===== config.mk =====
export PLATFORM = sky130hd
export DESIGN_NAME = barrel_shifter_pipelined
export DESIGN_NICKNAME = d
export VERILOG_FILES = /design/src/rtl/barrel_shifter_pipelined.sv
export SDC_FILE = /design/constraint.sdc
export NUM_CORES = 1
export LEC_CHECK = 0
export CORE_MARGIN = 3
export CORE_UTILIZATION = 40
export CTS_BUF_LIST = sky130_fd_sc_hd__clkbuf_16
export CTS_CLUSTER_DIAMETER = 150
export DETAILED_ROUTE_END_ITERATION = 16
export PLACE_DENSITY = 0.74
export SETUP_SLACK_MARGIN = 0.3
export SYNTH_ARGS = -nofsm -noshare
export SYNTH_HDL_FRONTEND = slang
export SYNTH_SLANG_ARGS = --single-unit

===== constraint.sdc =====
create_clock -name clock -period 1.4 [get_ports clock]
set_clock_uncertainty 0.15 [all_clocks]
set_input_delay 0.28 -clock clock [delete_from_list [all_inputs] [get_ports clock]]
set_output_delay 0.28 -clock clock [all_outputs]
set_load 0.03 [all_outputs]

===== src/rtl/barrel_shifter_pipelined.sv =====
// Pipelined multi-mode barrel shifter with valid/ready handshake and a global stall.
// Optional sticky output (OR of shifted-out bits) enabled by BARREL_SHIFTER_PIPELINED_STICKY_EN.
module barrel_shifter_pipelined #(
    parameter int DATA_WIDTH       = 8,
    parameter int SHIFT_WIDTH      = $clog2(DATA_WIDTH),
    parameter int LEVELS_PER_STAGE = 1
) (
    input  logic                   clock,
    input  logic                   reset,
    input  logic                   input_valid,
    output logic                   input_ready,
    input  logic [DATA_WIDTH-1:0]  data_in,
    input  logic [SHIFT_WIDTH-1:0] shift,
    input  logic [2:0]             mode,
    input  logic                   pad_value,
    output logic                   output_valid,
    input  logic                   output_ready,
    output logic [DATA_WIDTH-1:0]  data_out
`ifdef BARREL_SHIFTER_PIPELINED_STICKY_EN
    ,
    output logic                   sticky
`endif
);

    localparam int NUM_STAGES = (SHIFT_WIDTH + LEVELS_PER_STAGE - 1) / LEVELS_PER_STAGE;

    function automatic logic [DATA_WIDTH-1:0] reverse_bits(input logic [DATA_WIDTH-1:0] x);
        logic [DATA_WIDTH-1:0] r;
        r = '0;
        for (int i = 0; i < DATA_WIDTH; i++) begin
            r[i] = x[DATA_WIDTH-1-i];
        end
        return r;
    endfunction

    function automatic logic [DATA_WIDTH-1:0] shift_right_fill(input logic [DATA_WIDTH-1:0] x,
                                                               input logic fill, input int amt);
        logic [DATA_WIDTH-1:0] ones;
        ones = '1;
        return (x >> amt) | (fill ? ~(ones >> amt) : '0);
    endfunction

    function automatic logic [DATA_WIDTH-1:0] rotate_right(input logic [DATA_WIDTH-1:0] x,
                                                           input int amt);
        return (x >> amt) | (x << (DATA_WIDTH - amt));
    endfunction

`ifdef BARREL_SHIFTER_PIPELINED_STICKY_EN
    function automatic logic low_bits_any(input logic [DATA_WIDTH-1:0] x, input int amt);
        logic [DATA_WIDTH-1:0] ones;
        ones = '1;
        return |(x & ~(ones << amt));
    endfunction
`endif

    logic advance;

    // Global stall: every stage moves together, bubbles included.
    assign advance     = !output_valid || output_ready;
    assign input_ready = advance;

    // Per-stage inputs; index 0 is fed by the front-end decode.
    logic [DATA_WIDTH-1:0]  stage_data_in   [NUM_STAGES];
    logic                   stage_valid_in  [NUM_STAGES];
    logic [SHIFT_WIDTH-1:0] stage_shift_in  [NUM_STAGES];
    logic                   stage_rotate_in [NUM_STAGES];
    logic                   stage_fill_in   [NUM_STAGES];
    logic                   stage_left_in   [NUM_STAGES];
`ifdef BARREL_SHIFTER_PIPELINED_STICKY_EN
    logic                   stage_sticky_in [NUM_STAGES];
`endif

    logic                   mode_left;
    logic                   mode_rotate;
    logic                   mode_reserved;
    logic                   fill_in;
    logic [SHIFT_WIDTH-1:0] shift_in;
    logic [DATA_WIDTH-1:0]  data_pre;

    // Left modes run through the right-shift datapath on a bit-reversed word.
    always_comb begin
        mode_left     = (mode == 3'b001) || (mode == 3'b100);
        mode_rotate   = (mode == 3'b011) || (mode == 3'b100);
        mode_reserved = (mode > 3'b100);
        fill_in       = (mode == 3'b010) ? data_in[DATA_WIDTH-1] : pad_value;
        shift_in      = mode_reserved ? '0 : shift;
        data_pre      = mode_left ? reverse_bits(data_in) : data_in;
    end

    assign stage_data_in[0]   = data_pre;
    assign stage_valid_in[0]  = input_valid;
    assign stage_shift_in[0]  = shift_in;
    assign stage_rotate_in[0] = mode_rotate;
    assign stage_fill_in[0]   = fill_in;
    assign stage_left_in[0]   = mode_left;
`ifdef BARREL_SHIFTER_PIPELINED_STICKY_EN
    assign stage_sticky_in[0] = 1'b0;
`endif

    genvar gi;
    generate
        for (gi = 0; gi < NUM_STAGES; gi++) begin : g_stage
            localparam int LO = gi * LEVELS_PER_STAGE;
            localparam int HI = ((gi + 1) * LEVELS_PER_STAGE < SHIFT_WIDTH) ?
                                (gi + 1) * LEVELS_PER_STAGE : SHIFT_WIDTH;

            logic [DATA_WIDTH-1:0]  data_next;
            logic [SHIFT_WIDTH-1:0] shift_next;
            logic [DATA_WIDTH-1:0]  data_reg;
            logic                   valid_reg;
`ifdef BARREL_SHIFTER_PIPELINED_STICKY_EN
            logic                   sticky_next;
            logic                   sticky_reg;
`endif

            // Consumed shift bits are shifted out so the next stage always tests bit 0.
            always_comb begin
                data_next  = stage_data_in[gi];
                shift_next = stage_shift_in[gi];
`ifdef BARREL_SHIFTER_PIPELINED_STICKY_EN
                sticky_next = stage_sticky_in[gi];
`endif
                for (int k = LO; k < HI; k++) begin
                    if (shift_next[0]) begin
`ifdef BARREL_SHIFTER_PIPELINED_STICKY_EN
                        sticky_next = sticky_next ||
                                      (!stage_rotate_in[gi] && low_bits_any(data_next, 1 << k));
`endif
                        data_next = stage_rotate_in[gi] ? rotate_right(data_next, 1 << k)
                                  : shift_right_fill(data_next, stage_fill_in[gi], 1 << k);
                    end
                    shift_next = shift_next >> 1;
                end
                if (gi == NUM_STAGES - 1 && stage_left_in[gi]) begin
                    data_next = reverse_bits(data_next);
                end
            end

            // Bubbles advance the valid bit only; payload registers hold.
            always_ff @(posedge clock) begin
                if (reset) begin
                    valid_reg  <= 1'b0;
                    data_reg   <= '0;
`ifdef BARREL_SHIFTER_PIPELINED_STICKY_EN
                    sticky_reg <= 1'b0;
`endif
                end else if (advance) begin
                    valid_reg <= stage_valid_in[gi];
                    if (stage_valid_in[gi]) begin
                        data_reg   <= data_next;
`ifdef BARREL_SHIFTER_PIPELINED_STICKY_EN
                        sticky_reg <= sticky_next;
`endif
                    end
                end
            end

            if (gi < NUM_STAGES - 1) begin : g_fwd
                logic [SHIFT_WIDTH-1:0] shift_reg;
                logic                   rotate_reg;
                logic                   fill_reg;
                logic                   left_reg;

                always_ff @(posedge clock) begin
                    if (reset) begin
                        shift_reg  <= '0;
                        rotate_reg <= 1'b0;
                        fill_reg   <= 1'b0;
                        left_reg   <= 1'b0;
                    end else if (advance && stage_valid_in[gi]) begin
                        shift_reg  <= shift_next;
                        rotate_reg <= stage_rotate_in[gi];
                        fill_reg   <= stage_fill_in[gi];
                        left_reg   <= stage_left_in[gi];
                    end
                end

                assign stage_data_in[gi+1]   = data_reg;
                assign stage_valid_in[gi+1]  = valid_reg;
                assign stage_shift_in[gi+1]  = shift_reg;
                assign stage_rotate_in[gi+1] = rotate_reg;
                assign stage_fill_in[gi+1]   = fill_reg;
                assign stage_left_in[gi+1]   = left_reg;
`ifdef BARREL_SHIFTER_PIPELINED_STICKY_EN
                assign stage_sticky_in[gi+1] = sticky_reg;
`endif
            end else begin : g_out
                assign output_valid = valid_reg;
                assign data_out     = data_reg;
`ifdef BARREL_SHIFTER_PIPELINED_STICKY_EN
                assign sticky       = sticky_reg;
`endif
            end
        end
    endgenerate

endmodule


# Word-level counts from Yosys, hierarchy flattened
# Index checks and enable logic that the tools add are counted.
# totals
register_bits	36
in_bits	19
out_inout_bits	10
wordCells	47
# classes
n_lt_le_gt_ge	1
eq_ne	4
mux	13
bitwise_logic	6
reduce_logical	9
# op_table
operator	count
$mux 8	11
$or 4x8->8	2
$or 6x8->8	2
$or 7x8->8	2
$eq 3x2->1 const B	2
$reduce_and 2->1	3
$eq 3x1->1 const B	1
$eq 3x3->1 const B	1
$gt 3x3->1 const B	1
$logic_or 1x1->1	3
$mux 3	1
$logic_and 1x1->1	2
$logic_not 1->1	1
$mux 1	1

# Logic depth before layout (Yosys ltp)
# Gate-level depths: netlist (run 1).
# logic_depth
ltp_word	6
mapped_depth	8
mapped_depth_nobuf	5

# Worst setup path before layout (run 1)
# Ideal clock, no wire load.
# synth_timing
path_kind	flip-flop to flip-flop
from	register g_stage[2].valid_reg (netlist: output_valid)
to	register g_stage[1].data_reg[0]
setup_time_ps	86
arrival_time_ps	1496
required_ps	1164
path_slack_ps	-331
path_stages_with_launch	8
n_path_buf	3
synth_period_minus_slack_ps	1731
cell_sequence	dfxtp_1 > nor2b_4 > buf_6 > inv_6 > and2_1 > buf_2 > buf_4 > a211oi_1
# synth_between
elab_chain_cells	3
# synth_rtl
item	line_no	source
start: declaration	110	logic valid_reg;
start signal: assignment	148	valid_reg <= stage_valid_in[gi];
$logic_not 1->1	59	assign advance = !output_valid || output_ready;
$logic_or 1x1->1	59	
via input_ready	11	output logic input_ready,
$reduce_and 2->1 (no line)	--	
end signal: assignment	150	data_reg <= data_next;
end: declaration	109	logic [DATA_WIDTH-1:0] data_reg;
# The timed path passes the listed nets, and every way through them passes these cells.
# A chain may end at the register's enable or synchronous reset.

# Final worst setup path (run 1)
# layout_timing
from	register g_stage[2].valid_reg (netlist: output_valid)
to	register g_stage[0].data_reg[0]
# layout_between
elab_chain_cells	3
# layout_rtl
item	line_no
$logic_not 1->1	59
$logic_or 1x1->1	59
$reduce_and 2->1 (no line)	--
end signal: assignment	150
end: declaration	109
# Every way passes these cells.

==> results.toml, run 1 <==
[grt]
antenna_found_initial = 0
globalRouteTotalUtil_pct = 21.8
grt_pass1_wl_mm = 11.2
grt_pass1_vias = 2356
grt.overflow.total = 0
grt_max_degree = 16

[sta]
setup_viol = 33
max_freq_ghz = 0.620
drv_slew = 0
finalCritPeriodShare_pct = 115
worst_slew_pin_slew_ns = 0.585
grt_setup_unrepaired = "true"
finalCriticalPeriod_ns = 1.61
hold_viol_final = 0
setup_ws_ns = -0.213
setup_tns_ns = -3.83
slew_headroom_pct = 60.6

[synth]
synthCells = 267
ys_seq_area_share_pct = 32.1
synthFlopType = "dfxtp_1"
syn-num-nets = 286
syn_area_um2 = 2250
synth-edff-count = 0
synth_cell_type_count = 50
synth_seq_cells = 36
yosys_warnings = 0
avgSynthCellArea_um2 = 8.41
synthArstFlopShare_pct = 0

[worst_setup_path]
cp-start-kind = "flip-flop"
r2r-end = "g_stage[0].data_reg[0]"
worstSetupEndpointType = "flip-flop"
worstSetupStartpoint = "output_valid"
critPathMaxStageDelay_ns = 0.34
required_ns = 1.43
reg2reg_depth = 7
worstPathArrival_ns = 1.65
crit_end = "g_stage[0].data_reg[0]"
critPathKind = "flip-flop to flip-flop"
regToRegSetupSlack_ns = -0.21
rr_startpoint = "output_valid"
path_cells = "nor2b_4 > buf_6 > buf_8 > buf_4 > nor3_1 > mux2_4 > nor4_2"
path_max_fanout = 7
slowest_stage = "dfxtp_4"

[cells_and_area]
seq_area_um2 = 736
fillCellCount = 347
drive_gt1_share_pct = 53.6
multiInputGateArea_um2 = 1780
num_antenna_cells = 0
largest_register_ffs = 16
nets = 376
syn_to_final_growth_pct = 70.0
finalNonFillerCells = 428
final_area_um2 = 3820

[worst_hold_path]
hold_class = "flip-flop to flip-flop"

[pwr]
ir_drop_mv = 0.619
p_clk_share_pct = 34.7
cellLeakagePower_nw = 1.48
p_switching_mw = 0.877
p_comb_share_pct = 26.9
switching_share_pct = 29.0
p_per_area_nw_per_um2 = 791
p_int_mw = 2.14
total_power_mw = 3.02
seqPwrFrac_pct = 38.4

[place]
place_congestion = 0.894
dp_hpwl_mm = 4.17
place_ws_ns = -0.650
port_buffers = 28
place_area_um2 = 2890
dpl.cell_count = 392

[drt]
wl_met2_mm = 3.75
drt_first_iter_violations = 120
wl_mm = 7.32
top_layer = "met4"
ant_nets = 0
met1Wirelength_mm = 2.95
firstDrtPassIters = 4
post-route-drc-count = 0
via_count = 2449
wl_per_cell_um = 17.1
wl_met3_um = 431
routed_via_density = 5.72

[die]
rows = 26
io_pins = 29
die_h_um = 80.9
die-area_um2 = 6550
start_util_pct = 42.6
die-width_um = 80.9
core_um2 = 5270

[clock_network]
cts.clk_slew.worst_paths_ns = 0.06
tritoncts = "done"
clock-root-buffer = "clkbuf_16"
cts_sinks = 36
clockBufferDepth = 2
numCtsBuffers = 5
insertion_delay_ns = 0.28
cts.htree.levels = 2

[run_status]
violations = "setup timing"
status = "finished, violations left"

[run]
cap_violations = 0
synthesized netlist by cell type (2+ instances only):
master      n  area share, %
nor4_2      3            1.7
or3_1       6            1.7
o211ai_1    2           0.67
nor4_1      2           0.56
mux2_2     11            5.5
a32oi_1     2           0.78
dfxtp_1    36             32
buf_6       5            2.5
nand2_1    30            5.0
inv_1       3           0.50
and2_1      3           0.84
nand3b_1    2           0.67
o22ai_1     5            1.4
nor3_1     14            3.1
clkbuf_1    9            1.5
o2111ai_1   6            2.3
nand3_1     3           0.67
nor2_1     26            4.3
mux2i_1    21            9.4
buf_4       4            1.3
a31oi_1     6            1.7
buf_2       5            1.1
a22o_1      5            1.9
a211oi_1   13            4.3
o21ai_0     2           0.45
a21oi_1    19            4.2
placed cells by master (no fill, tap or decap), types with 9 or more instances in the layout:
master	n
nand2_1	19
mux2i_1	21
nor2_1	12
a21oi_1	10
buf_4	52
nor2_4	9
dfxtp_1	26
buf_6	25
dfxtp_2	9
a21oi_2	9
how the worst min path moves through the flow:
stage	from	endpoint	slack, ns	cells past startpoint
floorplan	shift[1]	g_stage[0].g_fwd.shift_reg[0]	0.28	2
global placement	g_stage[0].g_fwd.left_reg	g_stage[1].g_fwd.left_reg	0.29	2
detailed placement	g_stage[0].g_fwd.left_reg	g_stage[1].g_fwd.left_reg	0.30	2
CTS	g_stage[0].g_fwd.shift_reg[1]	g_stage[1].g_fwd.shift_reg[0]	0.31	2
global route	data_out[2]	data_out[2]	0.34	2
finish	data_out[2]	data_out[2]	0.33	2
per-stage QoR:
| stage | utilization, % | hold WS [ns] |
|---|---|---|
| floorplan | - | 0.282 |
| global placement | 54.9 | 0.295 |
| detailed placement | 54.9 | 0.298 |
| CTS | 66.7 | 0.314 |
| global route | 72.4 | 0.340 |
| finish | 72.4 | 0.329 |
routing by layer:
layer	global-route usage, %	vias up
met5	0	-
li1	-	1169
met4	8.95	0
met2	37.5	94
met1	26.8	1164
met3	3.88	22
kinds of logic after synthesis:
kind of cell	count (synthesis)	synth area share [%]
AOI/OAI and AO/OA	70	22.1
xor gates and xnor gates	2	0.780
buffers and inverters	28	7.58
DFF	36	32.1
muxes	32	14.9
and+or+nand+nor	99	22.6
final cells by class:
cell class / count / share of cell area, %
multi-input combinational: 204 / 46.5
timing repair buffer: 106 / 27.6
sequential: 36 / 19.3
clock buffer: 5 / 3.28
tap: 70 / 2.29
inverter: 4 / 0.721
clock inverter: 3 / 0.295
critical path, delay by kind of cell, from the launching register on:
kind / cells / cell delay [ns]
flip-flops: 1 / 0.34
multiplexers: 1 / 0.27
buffers and inverters: 3 / 0.39
AND/OR/NAND/NOR: 3 / 0.38
power by group through the flow:
stage	Sequential, mW	Combinational [mW]	Clock (mW)
after CTS	1.15	0.704	1.04
after global routing	1.17	0.863	1.09
final	1.16	0.813	1.05
after global placement	1.15	0.565	0
after detailed placement	1.15	0.569	0
after floorplan	1.15	0.347	0
timing repair:
action,CTS,global route
gates resized for setup,111,49
endpoints found under the hold margin,0,0
setup buffers,9,14
endpoints found under the setup margin,46,46
pin swaps,40,29
hold buffers,0,0
cloned,5,0
Power figures use the tool's default switching activity.
==> inputs of run 2 (changes only) <==
SLEW_MARGIN = 10   (was not set)
==> results of run 2 <==
No change in the layout: final DEF, timing and power equal those of run 1.
==> inputs of run 3 (changes only) <==
RECOVER_POWER = 100   (was not set)
==> run 3 against run 2 <==
Fmax grew 0.35%. The run still ends with setup timing left. Critical path type unchanged. Largest power group unchanged. Non-clock buffer count unchanged. Count of clock-buffer cells in the layout stayed put. Worst setup slack improved by 0.0057 ns. Die area unchanged. Sequential cell count did not move. Combinational power down 1%. First-iteration DRC count decreased by 0.83%. Total power down 0.35%.
==> results.toml, run 3 (synthesized netlist as in run 1, its figures left out) <==
[grt]
antenna_found_initial = 0
busiest_layer = "met2"
grt.overflow.total = 0
grt_pass1_vias = 2356
globalRouteTotalUtil_pct = 21.8
grt_max_degree = 16
grt_use_met2_pct = 37.5
gr-usage-met3_pct = 3.88
grt_pass1_wl_mm = 11.2
gr-usage-met1_pct = 26.8

[pwr]
ir_drop_mv = 0.618
total_power_mw = 3.01
cellLeakagePower_nw = 1.47
p_per_area_nw_per_um2 = 799

[worst_setup_path]
cp_top_family = "buffers and inverters"
path_max_fanout = 7
critPathKind = "flip-flop to flip-flop"
slowest_stage = "dfxtp_4"
cp-start-kind = "flip-flop"
crit_buf_inv = 3
worstPathArrival_ns = 1.64
critPathMaxStageDelay_ns = 0.34
required_ns = 1.44
path_cells = "nor2b_4 > buf_6 > buf_8 > buf_4 > nor3_1 > mux2_4 > nor4_2"
worstSetupEndpointType = "flip-flop"

[cells_and_area]
final_cell_mix = "buf_4 (52), dfxtp_1 (26), mux2i_1 (21)"
mostFrequentLayoutCell = "buf_4"
largest_register_ffs = 16
drive_gt1_share_pct = 53.6
nets = 376
num_antenna_cells = 0
syn_to_final_growth_pct = 67.7
fillCellCount = 358
final_area_um2 = 3770
post-route-util_pct = 71.5
finalNonFillerCells = 428

[run_status]
status = "finished, violations left"
violations = "setup timing"

[drt]
drt_first_iter_violations = 119
via_count = 2408
routed_via_density = 5.63
firstDrtPassIters = 4
wl_per_cell_um = 16.9
ant_nets = 0
post-route-drc-count = 0
wl_mm = 7.23

[sta]
setup_tns_ns = -3.86
max_freq_ghz = 0.622
setup_viol = 34
worst_slew_pin_slew_ns = 0.585
drv_slew = 0
slew_headroom_pct = 60.6
hold_viol_final = 0
finalCritPeriodShare_pct = 115
finalCriticalPeriod_ns = 1.61
grt_setup_unrepaired = "true"
worst_hold_slack_ns = 0.320
setup_ws_ns = -0.208

[clock_network]
cts.htree.levels = 2
cts_sinks = 36
clockBufferDepth = 2
clock-root-buffer = "clkbuf_16"
insertion_delay_ns = 0.28
tritoncts = "done"
cts.clk_slew.worst_paths_ns = 0.05
numCtsBuffers = 5
hold_buffers = 0

[die]
rows = 26
die-width_um = 80.9
die-area_um2 = 6550
core_um2 = 5270
start_util_pct = 42.6
die_h_um = 80.9
io_pins = 29

[place]
dp_hpwl_mm = 4.17
place_area_um2 = 2890
place_congestion = 0.894
port_buffers = 28
place_ws_ns = -0.650
dpl.cell_count = 392

[worst_hold_path]
hold_class = "flip-flop to flip-flop"

[run]
cap_violations = 0
## run 3: worst min-delay path, cell delays in order, from the launching register on
cell and delay (ns):
dfxtp_2 0.32, nand2_2 0.04, a31oi_1 0.07
## run 3: worst paths after layout
path	start	endpoint	slack, ns	cells after the start
setup reg to reg	output_valid	g_stage[0].data_reg[0]	-0.21	7
hold / removal	data_out[2]	data_out[2]	0.32	2
setup / recovery	output_valid	g_stage[0].data_reg[0]	-0.21	7
hold reg to reg	data_out[2]	data_out[2]	0.32	2
## run 3: final cells by class
class	count	area, µm²	area share, %
clock buffers	5	125	3.32
clock inverters	3	11.3	0.299
inverters	4	27.5	0.731
multi-input cells	204	1780	47.2
flip-flops and latches	36	736	19.5
well taps	70	87.6	2.32
repair buffers	106	1000	26.6
## run 3: timing repair
action | in CTS | in global routing
pin swaps | 40 | 29
gates cloned | 5 | 0
buffers inserted | 9 | 14
endpoints found under the setup margin | 46 | 46
resized for setup | 111 | 49
## run 3: where the power goes
part / total, mW / switching [mW] / internal [mW]
logic: 0.805 / 0.389 / 0.415
registers: 1.16 / 0.0749 / 1.08
clock network: 1.05 / 0.409 / 0.640
## run 3: per-layer routing
layer  wire (µm)  vias to the layer above
li1            -                     1170
met1        2890                     1137
met2        3780                       86
met3         410                       15
met4         146                        0
met5           0                        -
